File: src/rtl/ctrl_pkg.sv
// rtl/ctrl_pkg.sv - shared types, encodings and decode helper for the control sequencer
package ctrl_pkg;

    typedef enum logic [1:0] {
        FETCH  = 2'd0,
        DECODE = 2'd1,
        EXEC   = 2'd2,
        HALT   = 2'd3
    } state_e;

    typedef enum logic [2:0] {
        K_ILLEGAL = 3'd0,
        K_ADDI    = 3'd1,
        K_ADD     = 3'd2,
        K_BEQ     = 3'd3,
        K_BNE     = 3'd4
    } kind_e;

    localparam logic [6:0] OP_IMM    = 7'b0010011;
    localparam logic [6:0] OP        = 7'b0110011;
    localparam logic [6:0] OP_BRANCH = 7'b1100011;

    localparam logic [2:0] F3_ADD = 3'b000;
    localparam logic [2:0] F3_BEQ = 3'b000;
    localparam logic [2:0] F3_BNE = 3'b001;

    localparam logic [6:0] F7_ADD = 7'b0000000;

    // Anything outside the supported subset classifies as K_ILLEGAL.
    function automatic kind_e decode_kind(input logic [31:0] ir);
        kind_e k;
        k = K_ILLEGAL;
        if (ir[6:0] == OP_IMM && ir[14:12] == F3_ADD) begin
            k = K_ADDI;
        end else if (ir[6:0] == OP && ir[14:12] == F3_ADD && ir[31:25] == F7_ADD) begin
            k = K_ADD;
        end else if (ir[6:0] == OP_BRANCH && ir[14:12] == F3_BEQ) begin
            k = K_BEQ;
        end else if (ir[6:0] == OP_BRANCH && ir[14:12] == F3_BNE) begin
            k = K_BNE;
        end
        return k;
    endfunction

endpackage

File: src/rtl/ctrl_seq_imm_gen.sv
// rtl/ctrl_seq_imm_gen.sv - I-type / B-type sign-extended immediate extraction
module imm_gen #(
    parameter int DATA_WIDTH = 32
) (
    input  logic [DATA_WIDTH-1:0] ir,
    input  logic                  sel_b,
    output logic [DATA_WIDTH-1:0] imm
);

    logic [DATA_WIDTH-1:0] imm_i;
    logic [DATA_WIDTH-1:0] imm_b;
    logic [12:0]           b_field;

    // B-type scatters the offset; bit 0 is implicitly zero.
    assign b_field = {ir[31], ir[7], ir[30:25], ir[11:8], 1'b0};

    always_comb begin
        imm_i = DATA_WIDTH'($signed(ir[31:20]));
        imm_b = DATA_WIDTH'($signed(b_field));
        imm   = sel_b ? imm_b : imm_i;
    end

endmodule

File: src/rtl/ctrl_seq.sv
// rtl/ctrl_seq.sv - multi-cycle fetch/decode/exec sequencer for an ADDI/ADD/BEQ/BNE subset
module ctrl_seq
    import ctrl_pkg::*;
#(
    parameter int                    DATA_WIDTH    = 32,
    parameter int                    ADDRESS_WIDTH = 5,
    parameter logic [DATA_WIDTH-1:0] RESET_PC      = '0
) (
    input  logic                     clk,
    input  logic                     rst,
    output logic                     instr_req,
    output logic [DATA_WIDTH-1:0]    instr_addr,
    input  logic                     instr_valid,
    input  logic [DATA_WIDTH-1:0]    instr,
    input  logic                     EQ,
    output logic                     RegWrite,
    output logic                     ALUsrc,
    output logic                     ALUctrl,
    output logic [DATA_WIDTH-1:0]    immOp,
    output logic [ADDRESS_WIDTH-1:0] rs1,
    output logic [ADDRESS_WIDTH-1:0] rs2,
    output logic [ADDRESS_WIDTH-1:0] rd,
    output logic [DATA_WIDTH-1:0]    pc,
    output logic                     retire,
    output logic                     halt
);

    state_e                state_q, state_d;
    logic [DATA_WIDTH-1:0] ir_q, ir_d;
    logic [DATA_WIDTH-1:0] pc_q, pc_d;
    logic                  halt_q, halt_d;

    kind_e                 kind;
    logic                  is_branch;
    logic                  has_imm;
    logic                  taken;
    logic                  fields_on;
    logic [DATA_WIDTH-1:0] imm_raw;

    assign kind      = decode_kind(ir_q[31:0]);
    assign is_branch = (kind == K_BEQ) || (kind == K_BNE);
    assign has_imm   = (kind == K_ADDI) || is_branch;
    assign fields_on = (state_q == DECODE) || (state_q == EXEC);

    imm_gen #(
        .DATA_WIDTH(DATA_WIDTH)
    ) u_imm_gen (
        .ir    (ir_q),
        .sel_b (is_branch),
        .imm   (imm_raw)
    );

    // EQ reaches only the next-PC mux, never an output.
    assign taken = ((kind == K_BEQ) && EQ) || ((kind == K_BNE) && !EQ);

    assign instr_addr = pc_q;
    assign pc         = pc_q;
    assign halt       = halt_q;

    always_comb begin
        rs1   = '0;
        rs2   = '0;
        rd    = '0;
        immOp = '0;
        if (fields_on) begin
            rs1 = ADDRESS_WIDTH'(ir_q[19:15]);
            rs2 = ADDRESS_WIDTH'(ir_q[24:20]);
            rd  = ADDRESS_WIDTH'(ir_q[11:7]);
            if (has_imm) begin
                immOp = imm_raw;
            end
        end
    end

    always_comb begin
        state_d   = state_q;
        ir_d      = ir_q;
        pc_d      = pc_q;
        halt_d    = halt_q;
        instr_req = 1'b0;
        RegWrite  = 1'b0;
        ALUsrc    = 1'b0;
        ALUctrl   = 1'b0;
        retire    = 1'b0;

        case (state_q)
            FETCH: begin
                instr_req = 1'b1;
                if (instr_valid) begin
                    ir_d    = instr;
                    state_d = DECODE;
                end
            end
            DECODE: begin
                if (kind == K_ILLEGAL) begin
                    state_d = HALT;
                    halt_d  = 1'b1;
                end else begin
                    state_d = EXEC;
                end
            end
            EXEC: begin
                retire = 1'b1;
                case (kind)
                    K_ADDI: begin
                        ALUsrc   = 1'b1;
                        RegWrite = (ir_q[11:7] != 5'd0);
                    end
                    K_ADD: begin
                        RegWrite = (ir_q[11:7] != 5'd0);
                    end
                    K_BEQ, K_BNE: begin
                        ALUctrl = 1'b1;
                    end
                    default: ;
                endcase
                pc_d    = taken ? (pc_q + imm_raw) : (pc_q + DATA_WIDTH'(4));
                state_d = FETCH;
            end
            HALT: begin
                state_d = HALT;
            end
            default: begin
                state_d = FETCH;
            end
        endcase
    end

    always_ff @(posedge clk) begin
        if (rst) begin
            state_q <= FETCH;
            ir_q    <= '0;
            pc_q    <= RESET_PC;
            halt_q  <= 1'b0;
        end else begin
            state_q <= state_d;
            ir_q    <= ir_d;
            pc_q    <= pc_d;
            halt_q  <= halt_d;
        end
    end

endmodule

File: config.mk
export PLATFORM = sky130hd
export DESIGN_NAME = ctrl_seq
export DESIGN_NICKNAME = d
export VERILOG_FILES = /design/src/rtl/ctrl_pkg.sv /design/src/rtl/ctrl_seq_imm_gen.sv /design/src/rtl/ctrl_seq.sv
export SDC_FILE = /design/constraint.sdc
export NUM_CORES = 1
export LEC_CHECK = 0
export ABC_AREA = 1
export ABC_CLOCK_PERIOD_IN_PS = 3740
export BUFFER_PORTS_ARGS = -buffer_cell sky130_fd_sc_hd__buf_4
export CORE_MARGIN = 3
export CORE_UTILIZATION = 56
export CTS_BUF_LIST = sky130_fd_sc_hd__clkbuf_16
export DETAILED_ROUTE_END_ITERATION = 12
export GPL_TIMING_DRIVEN = 0
export HOLD_SLACK_MARGIN = 0.1
export PLACE_DENSITY = 0.9
export RECOVER_POWER = 25
export SKIP_CTS_REPAIR_TIMING = 1
export SYNTH_ARGS = -nofsm -noshare
export SYNTH_HDL_FRONTEND = slang
export SYNTH_SLANG_ARGS = --single-unit
File: constraint.sdc
create_clock -name clk -period 3.74 [get_ports clk]
set_input_delay 0.748 -clock clk [delete_from_list [all_inputs] [get_ports clk]]
set_output_delay 0.748 -clock clk [all_outputs]
set_load 0.02 [all_outputs]
==> After elaboration in Yosys (flattened, before gate mapping) <==
Index checks and enable logic that the tools add are counted.
{ "classes": {"shifts": 0, "n_eq_ne": 12, "reduce_logical": 21, "add_sub_neg": 2, "muxes": 22, "n_div": 0, "order_cmp": 0, "bitwise": 0, "mul": 0} }
{ "ops": {"columns": ["operator", "count"], "rows": [
  ["$mux 32", 3],
  ["$add 32x3->32 const B", 1],
  ["$add 32x32->32", 1],
  ["$mux 5", 3],
  ["$mux 12", 1],
  ["$mux 3", 4],
  ["$mux 1", 9],
  ["$pmux 2 s4", 1],
  ["$eq 7x5->1 const B", 1],
  ["$eq 7x6->1 const B", 1],
  ["$eq 7x7->1 const B", 1],
  ["$logic_and 1x1->1", 7],
  ["$logic_not 7->1", 1],
  ["$eq 3x1->1 const B", 2],
  ["$eq 3x2->1 const B", 2],
  ["$logic_not 3->1", 2],
  ["$reduce_bool 5->1", 1],
  ["$eq 2x2->1 const B", 2],
  ["$logic_or 1x1->1", 4],
  ["$reduce_and 2->1", 2],
  ["$reduce_or 2->1", 2],
  ["$eq 3x3->1 const B", 1],
  ["$eq 2x1->1 const B", 1],
  ["$logic_not 2->1", 1],
  ["other kinds (3)", 3]
]} }
{ "word_totals": {"mem_bits_rw": 0, "register_bits": 67, "mem_count": 0, "romBits": 0, "latch_bits": 0, "input_bits": 36} }

==> Depth between registers and ports, before layout <==
{ "logic_depth": {"ltp_word": 11, "ltp_mapped": 22, "depth_no_buf": 22} }

==> By module <==
From an unflattened synthesis, not the netlist that was laid out.
{ "unflattened": {"hier_cells": 1159, "hier_area_um2": 6647.6} }
{ "by_module_without_submodules": {"columns": ["mod", "seq_area_each_um2", "cells_each", "n_inst", "area_per_inst_um2"], "rows": [
  ["ctrl_seq", 1341.3, 1115, 1, 6384.9],
  ["imm_gen", 0.0, 44, 1, 262.8]
]} }

==> Least setup slack after synthesis <==
OpenSTA, ideal clock, no wires.
{ "synth_timing": {"path_kind": "register to output", "from": "register ir_q[12]", "to": "output port immOp[13]", "arrival_ns": 2.374, "slack_ns": 0.618, "path_stages_with_launch": 10, "required_time_ns": 2.992, "n_path_buf": 2, "path_cell_list": "dfxtp_1 nor3_1 inv_1 nor2_1 nand2_1 nand2_1 nand2_1 clkbuf_1 nor2_1 buf_4"} }
{ "synth_between": {"elab_chain_len": 11, "elab_cells_between_ends": 18, "cone_classes": "eq/ne (4); mux (6); reduce/logical (8)"} }
{ "synth_lines": {"columns": ["element", "line_no", "text"], "rows": [
  ["start: declaration", "ctrl_seq.sv:29", "logic [DATA_WIDTH-1:0] ir_q, ir_d;"],
  ["start signal: assignment", "ctrl_seq.sv:137", "ir_q <= ir_d;"],
  ["$eq 3x1->1", "ctrl_pkg.sv:39", "end else if (ir[6:0] == OP_BRANCH && ir[14:12] == F3_BNE) begin"],
  ["$logic_and 1x1->1", "ctrl_pkg.sv:39", null],
  ["$mux 3", "ctrl_pkg.sv:39", null],
  ["$mux 3", "ctrl_pkg.sv:37", "end else if (ir[6:0] == OP_BRANCH && ir[14:12] == F3_BEQ) begin"],
  ["$mux 3", "ctrl_pkg.sv:35", "end else if (ir[6:0] == OP && ir[14:12] == F3_ADD && ir[31:25] == F7_ADD) begin"],
  ["$mux 3 (*)", "ctrl_pkg.sv:33", "if (ir[6:0] == OP_IMM && ir[14:12] == F3_ADD) begin"],
  ["$eq 3x2->1 / $eq 3x3->1 (equally long branches)", "ctrl_seq.sv:41", "assign is_branch = (kind == K_BEQ) || (kind == K_BNE);"],
  ["$logic_or 1x1->1", "ctrl_seq.sv:41", null],
  ["$logic_or 1x1->1 (*)", "ctrl_seq.sv:42", "assign has_imm = (kind == K_ADDI) || is_branch;"],
  ["$mux 32 (*)", "ctrl_seq.sv:69", "if (has_imm) begin"],
  ["$mux 32 (*)", "ctrl_seq.sv:65", "if (fields_on) begin"],
  ["end: declaration", "ctrl_seq.sv:19", "output logic [DATA_WIDTH-1:0] immOp,"]
]} }
Every way passes the cells marked *; elsewhere a longest branch is shown, timed or not.

==> Final worst setup path <==
{ "layout_timing": {"from": "register ir_q[2]", "to": "output port immOp[18]"} }
{ "layout_between": {"elab_chain_len": 11, "elab_cells_between_ends": 19, "cone_classes": "eq/ne (6); mux (6); reduce/logical (7)"} }
{ "layout_lines": {"columns": ["element", "line_no"], "rows": [
  ["$eq 7x7->1", "ctrl_pkg.sv:37, ctrl_pkg.sv:39"],
  ["$logic_and 1x1->1", "ctrl_pkg.sv:39"],
  ["$mux 3", "ctrl_pkg.sv:39"],
  ["$mux 3", "ctrl_pkg.sv:37"],
  ["$mux 3", "ctrl_pkg.sv:35"],
  ["$mux 3 (*)", "ctrl_pkg.sv:33"],
  ["$eq 3x2->1 / $eq 3x3->1 (equally long branches)", "ctrl_seq.sv:41"],
  ["$logic_or 1x1->1", "ctrl_seq.sv:41"],
  ["$logic_or 1x1->1 (*)", "ctrl_seq.sv:42"],
  ["$mux 32 (*)", "ctrl_seq.sv:69"],
  ["$mux 32 (*)", "ctrl_seq.sv:65"]
]} }
Marks and branches as above.

==> impl_metrics.json <==
{
  "status": "finished, final reports clean",
  "grt_overflow": 0,
  "maxCapViolCount": 0,
  "ir_drop_v": 0.000311,
  "min-delay-start": "halt",
  "drtPass1Iterations": 5,
  "grt_pass1_wl_um": 34400,
  "fin_ws_ns": 0.408,
  "use_met1_pct": 38.5,
  "cp_common_cell": "nand2_1",
  "reg2reg_slack_ns": 0.53,
  "hold_path_class": "flop to flop",
  "root_buffer": "clkbuf_16",
  "antenna_left": 0,
  "grt_pass1_vias": 7271,
  "cp-start-kind": "flop",
  "setup.worst_path.class": "flop to primary output",
  "synth_fp_nets": 1187,
  "timing.final.hold_violations": 0,
  "met2_usage_pct": 56.1,
  "start_util_pct": 58.6,
  "async_flop_share_pct": 0,
  "swShare_pct": 36.0,
  "num_rows": 38,
  "fmax_mhz": 300,
  "viasPerCell": 5.50,
  "die_area_um2": 12900,
  "final_cell_mix": "nand2_1, buf_4, inv_1, nor2_1, a21oi_1",
  "drc": 0,
  "n_antenna_cell": 0,
  "pwr-share-comb_pct": 30.1,
  "cts_buffer_depth": 2,
  "p_per_area_nw_per_um2": 325,
  "place_inst": 1404,
  "clk_pin_slew_ns": 0.06,
  "syn_area_um2": 6490,
  "nets": 1349,
  "nFillCells": 969,
  "multi_input_area_um2": 4040,
  "p_seq_share_pct": 34.7,
  "busiest_layer": "met2",
  "wl_um": 21700,
  "routedWlPerCell_um": 15.3,
  "cts_tree": "done",
  "hold_end": "halt",
  "cts_buffers": 9,
  "fin_area_um2": 8040,
  "setup_violations": 0,
  "antenna_found_initial": 0,
  "place.gp.congestion": 1.02,
  "cp-end-kind": "primary output",
  "final_max_slew_viol_count": 0,
  "synth_ff_type": "dfxtp_1",
  "finalCritPeriodShare_pct": 89.1,
  "period_needed_ns": 3.33,
  "maxSlewHeadroom_pct": 36.1,
  "fin_cells": 1420,
  "worstPathArrival_ns": 2.58,
  "slowest_stage": "nor2_4",
  "cp_num_buf_inv": 4,
  "area.growth.synth_to_final_pct": 23.8,
  "fp.dieW_um": 114,
  "final_common_cell": "nand2_1",
  "grt_usage_pct": 33.1,
  "portBuffers": 151,
  "synth_cell_type_count": 41,
  "ys_warn_count": 0,
  "synth_edf_count": 0,
  "core_area_um2": 11100,
  "htreeDepth": 3,
  "via_count": 7811,
  "reg2reg_depth": 14,
  "rsz0062_at_grt": "false",
  "timing.rr.end": "instr_addr[21]",
  "cts.sinks": 67,
  "cp_top_family": "simple AND/OR/NAND/NOR gates",
  "hpwl_um": 17100,
  "yosysSeqAreaShare_pct": 20.7,
  "drtIter0Drc": 615,
  "synth-seq-cells": 67,
  "syn_inst": 1113,
  "critPathMaxStageDelay_ns": 0.42,
  "critical_path.cell_chain": "nor2_1, nand3_1, nor2_2, nand3_1, nand2_1, inv_1, nand2_1, nand2_1, clkbuf_1, nor2_4, buf_4, buf_4",
  "grt_max_degree": 23,
  "num_io_pins": 153,
  "drive_above_1_share_pct": 17.8,
  "tightestPinTransition_ns": 0.957,
  "die_h_um": 114,
  "clock_power_share_pct": 35.2,
  "grtUsageMet3_pct": 6.47,
  "critPathMaxFanout": 20,
  "p_leak_nw": 4.30,
  "syn_area_per_cell_um2": 5.84,
  "r2r_start": "ir_q[31]",
  "place_area_um2": 7800,
  "insertion_delay_ns": 0.34,
  "hold_path_depth": 2,
  "power.internal_mw": 1.67,
  "required_ns": 2.99,
  "seqCellArea_um2": 1340,
  "skew_ns": 0.00636,
  "pre_cts_ws_ns": 0.195,
  "p_sw_mw": 0.942
}
## worst max path at each step
stage | cells past startpoint | endpoint | start | slack (ns)
floorplan | 9 | immOp[13] | ir_q[12] | 0.62
global placement | 12 | immOp[19] | ir_q[2] | 0.25
detailed placement | 12 | immOp[18] | ir_q[2] | 0.20
CTS | 12 | immOp[18] | ir_q[2] | -0.18
global route | 12 | immOp[28] | ir_q[2] | 0.22
finish | 12 | immOp[18] | ir_q[2] | 0.41
## layer usage
metal / part of all wire (%) / routed length (µm) / up-vias
li1: - / - / 3837
met1: 39 / 8370 / 3454
met2: 47 / 10100 / 441
met3: 9.1 / 1980 / 79
met4: 5.8 / 1270 / 0
met5: 0 / 0 / -
## cell usage after synthesis, drive strengths merged (6+ instances only)
cell	number	area, µm²
a21oi	85	433
buf	60	432
clkbuf	19	81.3
dfxtp	67	1340
ha	37	463
inv	162	608
nand2	286	1080
nand3	79	428
nand3b	7	52.6
nand4	17	113
nor2	143	564
nor3	20	110
o21ai	83	415
or2	6	37.5
xor2	14	123
## power by group through the flow
stage	logic [mW]	registers [mW]	clock network (mW)
4_1_cts	0.794	0.902	0.918
3_5_place_dp	0.783	0.917	0
2_1_floorplan	0.508	0.904	0
3_3_place_gp	0.767	0.915	0
6_report	0.788	0.908	0.920
5_1_grt	0.871	0.916	0.957
## metrics by stage
step,TNS [ns],power [mW],hold slack [ns],util (%)
detailed placement,0,1.70,0.444,70.4
global placement,0,1.68,0.442,70.4
global route,0,2.74,0.488,72.6
floorplan,0,1.41,0.439,-
finish,0,2.62,0.465,72.6
CTS,-3.33,2.61,0.470,73.3
## worst register-to-register path, delay by kind of cell, from the launching register on
| kind | cells | cell delay, ns |
|---|---|---|
| and+or+nand+nor | 9 | 0.94 |
| DFF | 1 | 0.94 |
| AOI/OAI and AO/OA | 2 | 0.62 |
| adders and majority gates | 1 | 0.35 |
| buffers and inverters | 2 | 0.30 |
## flip-flops by register name (all words and copies together) (netlist names)
signal	flops
halt	1
instr_addr	32
ir_q	32
state_q	2
## kinds of logic after synthesis
family          Yosys count  share of synthesized area [%]
simple gates            564                           37.3
flops                    67                           20.7
fa+ha+maj                38                           7.44
xor+xnor                 19                           2.56
compound gates          183                           14.7
buf+inv                 242                           17.3
## area by class of cell
| class | instances | share of cell area, % |
|---|---|---|
| clock buffers | 9 | 2.80 |
| inverters | 163 | 7.61 |
| plain buffers | 79 | 6.38 |
| clock inverters | 7 | 1.15 |
| well taps | 140 | 2.18 |
| multi-input cells | 804 | 50.2 |
| flip-flops and latches | 67 | 16.7 |
| repair buffers | 151 | 13.0 |
Note: power is estimated with default switching activity, not from simulation.
